===== src/rtl/fifo_sync_lvl.sv =====
// Single-clock FIFO with fill level, programmable almost-full/almost-empty
// thresholds, sticky overflow/underflow flags and optional first-word-fall-through.
module fifo_sync_lvl #(
  parameter int unsigned DATA_WIDTH = 8,
  parameter int unsigned ADDR_BITS  = 4,
  parameter int unsigned AFULL_THR  = 12,
  parameter int unsigned AEMPTY_THR = 4,
  parameter int unsigned FWFT       = 0
) (
  input  logic                  clk_i,
  input  logic                  reset_i,
  input  logic [DATA_WIDTH-1:0] data_in,
  input  logic                  w_en,
  input  logic                  r_en,
  input  logic                  err_clr,
  output logic [DATA_WIDTH-1:0] data_out,
  output logic                  fifo_full,
  output logic                  fifo_empty,
  output logic                  almost_full,
  output logic                  almost_empty,
  output logic [ADDR_BITS:0]    fill_count,
  output logic                  overflow,
  output logic                  underflow
);

  localparam int unsigned DEPTH = 2 ** ADDR_BITS;
  localparam int unsigned CNT_W = ADDR_BITS + 1;

  logic [DATA_WIDTH-1:0] mem [DEPTH];
  logic [ADDR_BITS-1:0]  w_ptr;
  logic [ADDR_BITS-1:0]  r_ptr;
  logic                  wr_acc_c;
  logic                  rd_acc_c;
  logic [CNT_W-1:0]      count_nxt_c;

  // Acceptance is judged on the registered flags of the current cycle only.
  assign wr_acc_c = w_en & ~fifo_full;
  assign rd_acc_c = r_en & ~fifo_empty;

  always_comb begin
    count_nxt_c = fill_count;
    unique case ({wr_acc_c, rd_acc_c})
      2'b10:   count_nxt_c = fill_count + CNT_W'(1);
      2'b01:   count_nxt_c = fill_count - CNT_W'(1);
      default: count_nxt_c = fill_count;
    endcase
  end

  // Pointers, level and level-decoded flags; flags track the new level so they
  // always equal a decode of the registered fill_count.
  always_ff @(posedge clk_i) begin
    if (reset_i) begin
      w_ptr        <= '0;
      r_ptr        <= '0;
      fill_count   <= '0;
      fifo_full    <= 1'b0;
      fifo_empty   <= 1'b1;
      almost_full  <= 1'b0;
      almost_empty <= 1'b1;
    end else begin
      if (wr_acc_c) w_ptr <= w_ptr + ADDR_BITS'(1);
      if (rd_acc_c) r_ptr <= r_ptr + ADDR_BITS'(1);
      fill_count   <= count_nxt_c;
      fifo_full    <= (count_nxt_c == CNT_W'(DEPTH));
      fifo_empty   <= (count_nxt_c == '0);
      almost_full  <= (count_nxt_c >= CNT_W'(AFULL_THR));
      almost_empty <= (count_nxt_c <= CNT_W'(AEMPTY_THR));
    end
  end

  // Sticky error flags; a new error in the clearing cycle wins.
  always_ff @(posedge clk_i) begin
    if (reset_i) begin
      overflow  <= 1'b0;
      underflow <= 1'b0;
    end else begin
      overflow  <= (w_en & fifo_full)  | (overflow  & ~err_clr);
      underflow <= (r_en & fifo_empty) | (underflow & ~err_clr);
    end
  end

  // Storage is not reset; writes are suppressed while reset is held.
  always_ff @(posedge clk_i) begin
    if (wr_acc_c && !reset_i) mem[w_ptr] <= data_in;
  end

  generate
    if (FWFT == 0) begin : g_reg_read
      logic [DATA_WIDTH-1:0] dout_q;

      always_ff @(posedge clk_i) begin
        if (reset_i) begin
          dout_q <= '0;
        end else if (rd_acc_c) begin
          dout_q <= mem[r_ptr];
        end
      end

      assign data_out = dout_q;
    end else begin : g_fwft_read
      // Head word is presented straight from storage; meaningless while empty.
      assign data_out = mem[r_ptr];
    end
  endgenerate

endmodule


===== config.mk =====
export PLATFORM = sky130hd
export DESIGN_NAME = fifo_sync_lvl
export DESIGN_NICKNAME = d
export VERILOG_FILES = /design/src/rtl/fifo_sync_lvl.sv
export SDC_FILE = /design/constraint.sdc
export NUM_CORES = 1
export LEC_CHECK = 0
export ABC_AREA = 1
export CAP_MARGIN = 20
export CORE_UTILIZATION = 40
export DETAILED_ROUTE_END_ITERATION = 10
export SETUP_SLACK_MARGIN = 0.5
export SLEW_MARGIN = 20
export SYNTH_ARGS = -nofsm -noshare
export SYNTH_HDL_FRONTEND = slang
export SYNTH_SLANG_ARGS = --single-unit

===== constraint.sdc =====
create_clock -name clk_i -period 2.6 [get_ports clk_i]
set_clock_uncertainty 0.1 [all_clocks]
set_input_delay 0.26 -clock clk_i [delete_from_list [all_inputs] [get_ports clk_i]]
set_output_delay 0.26 -clock clk_i [all_outputs]
set_load 0.02 [all_outputs]

### Word level (Yosys, flattened, before mapping)

Memory sizes are Yosys's and may differ from the RTL's. A register that Yosys moved wholly into a read port is not among the register bits.
Index checks and enable logic that the tools add are counted.

| cells by class | value |
|---|---|
| magnitude comparators | 2 |
| equal/unequal tests | 3 |
| add/sub/neg operators | 4 |
| bitwise gates (word level) | 11 |
| muxes and demuxes | 3 |
| reduce and logical (&&, ||, !) cells | 3 |

Operator list:

| operator | number |
|---|---|
| $pmux 5 s2 | 1 |
| $add 4x1->4 const B | 2 |
| $and 1x1->1 | 6 |
| $add 5x1->5 const B | 1 |
| $eq 5x5->1 const B | 1 |
| $ge 5x4->1 const B | 1 |
| $le 5x3->1 const B | 1 |
| $logic_not 5->1 | 1 |
| $sub 5x1->5 const B | 1 |
| $not 1->1 | 3 |
| $eq 2x1->1 const B | 1 |
| $eq 2x2->1 const B | 1 |
| $mux 1 | 2 |
| $or 1x1->1 | 2 |
| $logic_and 1x1->1 | 1 |
| $logic_not 1->1 | 1 |

| word-level totals | value |
|---|---|
| output and inout bits | 19 |
| bits in writable memories | 128 |
| memories | 1 |
| logic and storage cells | 36 |
| bits of input ports | 13 |
| flip-flop bits (word level) | 19 |

Memories:

| memory | depth | bits a word | rd ports | clocked after memory_dff | wr ports | line | source |
|---|---|---|---|---|---|---|---|
| mem | 16 | 8 | 1 | 1 | 1 | 29 | `logic [DATA_WIDTH-1:0] mem [DEPTH];` |

### Depth between registers and ports, before layout

Gate-level depths: netlist of the first run.

| logic depth | value |
|---|---|
| depth in word-level cells | 5 |
| depth in mapped cells | 15 |
| gate-level depth less buffers | 15 |

### Least setup slack after synthesis of the first run

Ideal clock, no wire load.

| timing path | value |
|---|---|
| path type | register -> register |
| from | reg fifo_empty |
| to | reg almost_empty |
| arrival | 1.796 ns |
| setup time | 0.111 ns |
| period minus slack after synthesis | 2.007 ns |
| path buffers | 1 |
| stages on the path, launching flop included | 13 |
| slack | 0.593 ns |
| data required time | 2.389 ns |
| cells stage by stage | dfxtp_1 -> nor2_8 -> buf_1 -> ha_1 -> nand2_1 -> nand2_1 -> nand3_1 -> nand2_2 -> nand3_2 -> nand2_2 -> inv_2 -> nor2_4 -> nor2_2 |

| between the ends | value |
|---|---|
| longest elaborated chain between the ends | 5 |
| elaborated cells on any way between the ends | 6 |
| classes of those cells | order compare: 1; eq/ne: 2; mux: 1; bitwise: 2 |

Ends and longest elaborated chain:

| item | line | source |
|---|---|---|
| from (decl) | 18 | `output logic fifo_empty,` |
| from (signal assigned) | 65 | `fifo_empty <= (count_nxt_c == '0);` |
| $not 1->1 (*) | 38 | `assign rd_acc_c = r_en & ~fifo_empty;` |
| $and 1x1->1 (*) | 38 |  |
| $eq 2x1->1 or $eq 2x2->1 (tied branches) | 42 | `unique case ({wr_acc_c, rd_acc_c})` |
| $pmux 5 s2 (*) | 42 |  |
| $le 5x3->1 (*) | 67 | `almost_empty <= (count_nxt_c <= CNT_W'(AEMPTY_THR));` |
| to (signal assigned) | 67 |  |
| to (decl) | 20 | `output logic almost_empty,` |

Mark *: on every way between the ends. The rest lies on a longest branch, timed or not.
A chain may end at the register's enable or synchronous reset.

### Worst setup path in the final report of the first run

| timing path | value |
|---|---|
| from | reg fifo_empty |
| to | out fifo_empty |

No word-level cell between the ends.

==> reports/metrics.cfg, run 1 <==
[yosys]
synthAdderAreaFrac = 0.0138
synth_edf_count = 128
syn_nets = 563
yosysWarnings = 0
syn-instance-count = 543
netlist_area_um2 = 6360
syn_area_per_cell_um2 = 11.7
yosys.area_share.simple = 0.142
synth_compound_area_frac = 0.112
synth_top_family_by_area = simple AND/OR/NAND/NOR gates
async_reset_ff_frac = 0
synthMuxAreaShare = 0
synth_seq_cells = 155
synth_ff_type = edfxtp_1
ys_seq_area_frac = 0.689
synth-xor-area-share = 0.00138
synth_cell_types = 30

[sta]
fin_hold_ws_ns = 0.370
period_share = 0.746
max_freq_ghz = 0.516
slew_viol_final = 0
fin_setup_tns_ns = 0
worst_pin_slew_ns = 0.659
setup_viol_count_final = 0
hold_viol = 0
final.min_clock_period_ns = 1.94
grt_setup_unrepaired = false
slew-limit-headroom = 0.558

[grt]
first_global_vias = 4356
antenna_found_initial = 0
grt_first_pass_wirelength_mm = 23.4
gr-total-overflow = 0
grt_max_degree = 67
grtUsageTotal = 0.195

[detailed_routing]
first_pass_iters = 5
wl_met2_mm = 7.16
highest_layer = met4
avgViaCountPerCell = 5.33
wl_per_cell_um = 18.0
dr_wl_met3_um = 896
antenna_left = 0
route.detailed.drc = 0
num_vias = 4345
met1_length_mm = 6.35
wirelength_mm = 14.7
first_iter_violations = 331

[critical_path]
crit_path_cell_trace = clkdlybuf4s50_1
start_kind = flip-flop
path_max_fanout = 3
critPathMaxStageDelay_ns = 0.66
worst_setup_path_end_kind = output port
cp_num_buf_inv = 1
arrival_ns = 1.58
critPathTopFamily = buffers and inverters
crit_type = flip-flop to output port
crit_required_ns = 2.24
crit_slowest_cell = clkdlybuf4s50_1

[place]
portBuffers = 31
hpwl_mm = 9.08
place_area_um2 = 7000
place.gp.congestion = 0.891

[power]
p_leak_nw = 2.69
peakVddDrop_mv = 0.538
total_power_mw = 6.23
p_per_area_nw_per_um2 = 815

[final_layout]
nFillCells = 1333
drive_gt1_frac = 0.137
final_util = 0.497
diodes = 0
final_nets = 611
syn_to_final_growth_pct = 20.2
final_area_um2 = 7640

[worst_hold_path]
min-delay-path-class = input port to flip-flop

[clock_tree]
clock-sinks = 155
clock_path_buffers = 2
numCtsBuffers = 17
insertion_delay_ns = 0.42
htree_levels = 4
cts_hold_buf = 0
cts_tree = yes
cts-root-buf = clkbuf_16
clk_pin_slew_ns = 0.06

[outcome]
outcome = finished, final reports clean

[floorplanning]
die_h_um = 128
ios = 32
coreArea_um2 = 15400
initial_core_util = 0.414
placementRows = 45
dieArea_um2 = 16400
die_x_um = 128

[run]
maxCapViolations = 0

==> cell type report <==
cell class / instances / area [µm²] / area share
sequential: 155 / 4390 / 0.574
multi-input combinational: 324 / 1710 / 0.224
tap: 211 / 264 / 0.0345
clock buffer: 21 / 470 / 0.0615
inverter: 35 / 131 / 0.0172
timing repair buffer: 58 / 517 / 0.0676
clock inverter: 11 / 166 / 0.0218
==> cell usage in the layout, fill, tap and decap left out, drive strengths merged, types with 21 or more instances in the layout <==
cell type      instances
edfxtp               128
nor2                 102
o21ai                 75
nand2                 47
nand3                 36
inv                   33
clkdlybuf4s50         31
o221ai                28
buf                   27
dfxtp                 27
clkbuf                21
==> routing by layer <==
metal	vias up	GRT usage
li1	2049	-
met1	2134	0.252
met2	138	0.315
met3	24	0.0472
met4	0	0.0824
met5	-	0
==> power breakdown <==
group          internal (mW)  switching (mW)  total (mW)  leakage (nW)
registers               2.76          0.0545        2.81          1.38
clock network           1.68           0.936        2.61         0.307
logic                  0.285           0.522       0.807          1.01
total                   4.72            1.51        6.23          2.69
==> path summary, 6_finish.rpt <==
check / from / endpoint / slack, ns / depth (start not counted)
setup / recovery: fifo_empty / fifo_empty / 0.66 / 1
hold / removal: r_en / underflow / 0.37 / 3
setup reg to reg: r_ptr[0] / data_out[0] / 0.69 / 8
hold reg to reg: underflow / underflow / 0.37 / 2
==> sequential cells by signal (all words and copies together) (netlist names) <==
signal and count:
mem 128, overflow 1, fill_count 5, fifo_full 1, underflow 1, fifo_empty 1
r_ptr 4, data_out 8, w_ptr 4, almost_full 1, almost_empty 1
==> per-stage QoR <==
| stage | setup WS, ns | cells |
|---|---|---|
| 6_report | 0.662 | 815 |
| 3_5_place_dp | 0.334 | 783 |
| 3_3_place_gp | 0.373 | 783 |
| 4_1_cts | 0.596 | 815 |
| 5_1_grt | 0.514 | 815 |
| 2_1_floorplan | 0.593 | 543 |
==> logic make-up (layout without fill, tap and decap cells) <==
| kind of cell | count (synthesis) | in the layout |
|---|---|---|
| flip-flops | 155 | 155 |
| AND/OR/NAND/NOR | 198 | 198 |
| AO/OA/AOI/OAI | 118 | 118 |
| XOR/XNOR | 1 | 1 |
| buffers and inverters | 64 | 125 |
| adder cells (fa/ha/maj) | 7 | 7 |
==> worst min-delay path: stages <==
cell             delay [ns]
clkdlybuf4s50_1        0.44
nand2_1                0.09
a21oi_1                0.06
==> synth_stat cells, drive strengths merged (8+ instances only) <==
cell type    n  area share
buf         19       0.015
nand2       47       0.034
edfxtp     128        0.60
o21ai       75       0.060
a21oi        8      0.0063
clkbuf      10      0.0059
nor3        10      0.0079
inv         33       0.019
dfxtp       27       0.085
nand3       36       0.031
o221ai      28       0.039
nor2       102       0.064
==> repair_timing <==
| action | CTS | global route |
|---|---|---|
| endpoints found under the setup margin | 0 | 6 |
| gates resized for setup | 0 | 3 |
| setup buffers | 0 | 0 |
Note: power is estimated with default switching activity, not from simulation.
==> run 2, diff against run 1 <==
Clock period 2.6 ns to 1.8 ns, I/O delays scaled along.
==> reports/metrics.cfg, run 2 (synthesized netlist as in run 1, its figures left out) <==
[sta]
period_share = 0.975
final.min_clock_period_ns = 1.75
grt_setup_unrepaired = true  ; was false
hold_viol = 0  ; unchanged
fin_ws_ns = 0.0457  ; was 0.662 ns
slew-limit-headroom = 0.562  ; was 0.558
worst_pin_slew_ns = 0.655  ; was 0.659 ns
fin_hold_ws_ns = 0.300  ; was 0.370 ns
setup_viol_count_final = 0  ; unchanged
max_freq_ghz = 0.570
slew_viol_final = 0  ; unchanged

[critical_path]
crit_type = flip-flop to flip-flop  ; was flip-flop to output port
critPathMaxStageDelay_ns = 0.39  ; was 0.66 ns
crit_path_cell_trace = buf_6 -> clkbuf_16 -> o21ai_0 -> o221ai_2 -> nand3_2 -> nand3_2 -> nand2_1 -> inv_1  ; was clkdlybuf4s50_1
worst_setup_path_end_kind = flip-flop  ; was output port
crit_required_ns = 2.02  ; was 2.24 ns
arrival_ns = 1.98  ; was 1.58 ns
crit_path_frequent_cell = nand3_2
path_max_fanout = 6  ; was 3
crit_slowest_cell = dfxtp_4  ; was clkdlybuf4s50_1
start_kind = flip-flop  ; unchanged

[grt]
first_global_vias = 4487  ; was 4,356
grt_first_pass_wirelength_mm = 25.7  ; was 23.4 mm
antenna_found_initial = 0  ; unchanged
grtUsageTotal = 0.217  ; was 0.195
grt_max_degree = 26  ; was 67
gr-total-overflow = 0  ; unchanged

[final_layout]
syn_to_final_growth_pct = 49.2  ; was 20.2%
ff_latch_area_um2 = 4410  ; was 4390 µm²
final_common_cell = edfxtp_1  ; unchanged
largest_reg_flops = 128  ; unchanged
nFillCells = 1094  ; was 1,333
largest_register = mem  ; unchanged
fin_cells = 868  ; was 815
diodes = 0  ; unchanged
drive_gt1_frac = 0.476  ; was 0.137
final_cell_mix = edfxtp_1 (128), nor2_1 (63), buf_4 (32)  ; was edfxtp_1 (128), nor2_1 (99), o21ai_0 (62)
multi_input_area_um2 = 2550  ; was 1710 µm²
final_area_um2 = 9490  ; was 7640 µm²
final_nets = 664  ; was 611
final_util = 0.617  ; was 0.497

[clock_tree]
clock_path_buffers = 2  ; unchanged
numCtsBuffers = 17  ; unchanged
cts_tree = yes  ; unchanged
clk_pin_slew_ns = 0.06  ; about the same
cts-root-buf = clkbuf_16  ; unchanged
clock-sinks = 155  ; unchanged
htree_levels = 4  ; unchanged
insertion_delay_ns = 0.43  ; was 0.42 ns

[place]
place_area_um2 = 7550  ; was 7000 µm²
place.gp.congestion = 0.834  ; was 0.891
post-place-cells = 806  ; was 783
dpl_worst_slack_ns = -0.311  ; was 0.334 ns
portBuffers = 31  ; unchanged
hpwl_mm = 9.89  ; was 9.08 mm

[detailed_routing]
route.detailed.drc = 0  ; unchanged
antenna_left = 0  ; unchanged
first_pass_iters = 6  ; was 5
first_iter_violations = 470  ; was 331
wirelength_mm = 18.0  ; was 14.7 mm
num_vias = 4748  ; was 4,345
wl_per_cell_um = 20.7  ; was 18.0 µm
avgViaCountPerCell = 5.47  ; was 5.33

[floorplanning]
dieArea_um2 = 16400  ; unchanged
coreArea_um2 = 15400  ; unchanged
die_h_um = 128  ; unchanged
initial_core_util = 0.414  ; unchanged
die_x_um = 128  ; unchanged
ios = 32  ; unchanged
placementRows = 45  ; unchanged

[worst_hold_path]
min-delay-path-class = input port to flip-flop  ; unchanged

[run]
maxCapViolations = 0  ; unchanged

[power]
peakVddDrop_mv = 0.918  ; was 0.538 mV
p_per_area_nw_per_um2 = 1070  ; was 815 nW/µm²
p_leak_nw = 3.38  ; was 2.69 nW

[outcome]
outcome = finished, final reports clean  ; unchanged

==> run 2: where the power goes <==
| part | internal [mW] | total, mW | switching, mW |
|---|---|---|---|
| registers | 3.99 | 4.08 | 0.0936 |
| logic | 0.933 | 2.10 | 1.16 |
| clock network | 2.60 | 4.02 | 1.42 |
| total | 7.52 | 10.2 | 2.68 |
==> run 2: area by class of cell <==
| class | count | share of cell area |
|---|---|---|
| flip-flops and latches | 155 | 0.465 |
| multi-input cells | 324 | 0.269 |
| repair buffers | 111 | 0.150 |
| clock buffers | 17 | 0.0448 |
| well taps | 211 | 0.0278 |
| clock inverters | 15 | 0.0260 |
| inverters | 35 | 0.0179 |
==> run 2: final timing paths <==
path                               start          end  slack (ns)  cells past startpoint
worst max-delay path            r_ptr[0]  data_out[2]        0.05                      8
worst min-delay path                r_en    underflow        0.30                      3
worst max register to register  r_ptr[0]  data_out[2]        0.05                      8
worst min register to register  overflow     overflow        0.36                      2
==> run 2: worst max-delay path: cells and delay by family (launching register included) <==
| family | cells | cell delay (ns) |
|---|---|---|
| AO/OA/AOI/OAI | 2 | 0.50 |
| flip-flops | 1 | 0.39 |
| buffers and inverters | 3 | 0.35 |
| AND/OR/NAND/NOR | 3 | 0.32 |
==> run 2: per-layer routing <==
metal  track usage  vias to the layer above  part of all wire
li1              -                     2171                 -
met1         0.286                     2393              0.41
met2         0.357                      162              0.51
met3        0.0526                       22             0.057
met4        0.0637                        0             0.016
met5             0                        -                 0
==> run 2: through the flow <==
step	setup TNS, ns	power (mW)
after floorplan	0	4.95
after detailed placement	-11.42	5.51
after global placement	-10.83	5.49
final	0	10.2
after CTS	0	9.88
after global routing	-0.0103	10.5
==> run 2: timing repair <==
item,CTS,global route
pin swaps,56,59
hold buffers,0,0
resized for setup,184,139
buffers inserted,9,8
setup endpoints to repair,167,160
cloned,8,5
==> run 3, diff against run 2 <==
==> constraint.sdc (replaced) <==
create_clock -name clk_i -period 1.8 [get_ports clk_i]
set_clock_uncertainty 0.1 [all_clocks]
set_input_delay 0.27 -clock clk_i [delete_from_list [all_inputs] [get_ports clk_i]]
set_output_delay 0.27 -clock clk_i [all_outputs]
set_load 0.02 [all_outputs]
==> reports/metrics.cfg, run 3 (synthesized netlist as in run 1, its figures left out) <==
[final_layout]
final_cell_mix = edfxtp_1 (128), nor2_1 (60), buf_4 (50)  ; was edfxtp_1 (128), nor2_1 (63), buf_4 (32)
diodes = 0  ; unchanged
largest_reg_flops = 128  ; unchanged
final_common_cell = edfxtp_1  ; unchanged
nFillCells = 1112  ; was 1,094
multi_input_area_um2 = 2520  ; was 2550 µm²
drive_gt1_frac = 0.504  ; was 0.476
fin_cells = 882  ; was 868
final_area_um2 = 9510  ; was 9490 µm²
ff_latch_area_um2 = 4430  ; was 4410 µm²
largest_register = mem  ; unchanged
syn_to_final_growth_pct = 49.6  ; was 49.2%
final_nets = 678  ; was 664

[clock_tree]
numCtsBuffers = 17  ; unchanged
clk_pin_slew_ns = 0.06  ; about the same
clock-sinks = 155  ; unchanged
clock_path_buffers = 2  ; unchanged
insertion_delay_ns = 0.43  ; about the same
cts_tree = yes  ; unchanged
htree_levels = 4  ; unchanged
cts-root-buf = clkbuf_16  ; unchanged

[place]
place_area_um2 = 7500  ; was 7550 µm²
post-place-cells = 807  ; was 806
hpwl_mm = 9.88  ; was 9.89 mm
portBuffers = 31  ; unchanged
place.gp.congestion = 0.876  ; was 0.834

[critical_path]
crit_type = flip-flop to flip-flop  ; unchanged
start_kind = flip-flop  ; unchanged
arrival_ns = 1.94  ; was 1.98 ns
worst_setup_path_end_kind = flip-flop  ; unchanged
path_max_fanout = 5  ; was 6
crit_required_ns = 2.03  ; was 2.02 ns

[sta]
slew_viol_final = 0  ; unchanged
setup_viol_count_final = 0  ; unchanged
slew-limit-headroom = 0.618  ; was 0.562
max_freq_ghz = 0.583  ; was 0.570 GHz
worst_pin_slew_ns = 0.571  ; was 0.655 ns
fin_setup_tns_ns = 0  ; unchanged
hold_viol = 0  ; unchanged
grt_setup_unrepaired = true  ; unchanged
period_share = 0.953  ; was 0.975
final.min_clock_period_ns = 1.71  ; was 1.75 ns

[worst_hold_path]
min-delay-path-class = input port to flip-flop  ; unchanged

[floorplanning]
coreArea_um2 = 15400  ; unchanged
die_h_um = 128  ; unchanged
initial_core_util = 0.414  ; unchanged
placementRows = 45  ; unchanged
dieArea_um2 = 16400  ; unchanged
die_x_um = 128  ; unchanged
ios = 32  ; unchanged

[detailed_routing]
met1_length_mm = 7.43  ; was 7.44 mm
wl_per_cell_um = 20.2  ; was 20.7 µm
highest_layer = met4  ; unchanged
num_vias = 4760  ; was 4,748
first_pass_iters = 5  ; was 6
wl_met2_mm = 8.74  ; was 9.21 mm
dr_wl_met3_mm = 1.17  ; was 1.03 mm
avgViaCountPerCell = 5.40  ; was 5.47
wirelength_mm = 17.8  ; was 18.0 mm
antenna_left = 0  ; unchanged
first_iter_violations = 372  ; was 470
route.detailed.drc = 0  ; unchanged

[outcome]
outcome = finished, final reports clean  ; unchanged

[power]
p_per_area_nw_per_um2 = 1010  ; was 1070 nW/µm²
peakVddDrop_mv = 0.826  ; was 0.918 mV
total_power_mw = 9.58  ; was 10.2 mW
p_leak_nw = 3.43  ; was 3.38 nW

[grt]
antenna_found_initial = 0  ; unchanged
gr-total-overflow = 0  ; unchanged
grt_max_degree = 21  ; was 26
grt_first_pass_wirelength_mm = 27.0  ; was 25.7 mm
grtUsageTotal = 0.230  ; was 0.217
first_global_vias = 4722  ; was 4,487

[run]
maxCapViolations = 0  ; unchanged

==> run 3: power breakdown <==
| group | internal [mW] | leakage (nW) | switching (mW) | total (mW) |
|---|---|---|---|---|
| Sequential | 4.00 | 1.38 | 0.0979 | 4.09 |
| Clock | 2.02 | 0.284 | 1.33 | 3.35 |
| Combinational | 0.991 | 1.76 | 1.15 | 2.14 |
| Total | 7.00 | 3.43 | 2.58 | 9.58 |
==> run 3: final timing paths <==
check / start / end / slack [ns] / cells after the start
worst max-delay path: fifo_empty / almost_empty / 0.09 / 13
worst min-delay path: r_en / underflow / 0.05 / 3
worst max register to register: fifo_empty / almost_empty / 0.09 / 13
worst min register to register: overflow / overflow / 0.36 / 2
==> run 3: per-stage QoR <==
step,hold WS (ns),util,worst slack (ns)
4_1_cts,0.340,0.591,0.0962
5_1_grt,0.0657,0.619,0.0234
6_report,0.0507,0.619,0.0852
3_5_place_dp,0.356,0.488,-0.380
2_1_floorplan,0.269,-,0.127
3_3_place_gp,0.351,0.488,-0.335
==> run 3: worst max-delay path: stages, from the launching register on <==
cell,delay [ns]
dfxtp_4,0.36
nor2_8,0.14
nand2_4,0.06
nand2_2,0.06
nand2_2,0.07
ha_4,0.16
inv_4,0.06
nand2_4,0.06
nand4_1,0.13
nand3_2,0.10
nand2_2,0.11
inv_2,0.05
nor2_4,0.10
nor2_2,0.03
==> run 3: per-layer routing <==
layer | GRT usage | vias up
li1 | - | 2197
met1 | 0.303 | 2354
met2 | 0.365 | 165
met3 | 0.0505 | 44
met4 | 0.104 | 0
met5 | 0 | -
==> run 3: area by class of cell <==
cell class,instances,area share
Timing Repair Buffer,125,0.166
Clock inverter,6,0.00329
Tap cell,211,0.0278
Sequential cell,155,0.465
Inverter,35,0.0163
Clock buffer,26,0.0558
Multi-Input combinational cell,324,0.265
==> run 3: what timing repair did <==
action	4_1_cts	5_1_grt
gates cloned	10	0
hold buffers	0	0
endpoints found under the setup margin	171	164
pin swaps	76	50
buffers inserted	22	11
gates resized for setup	256	116
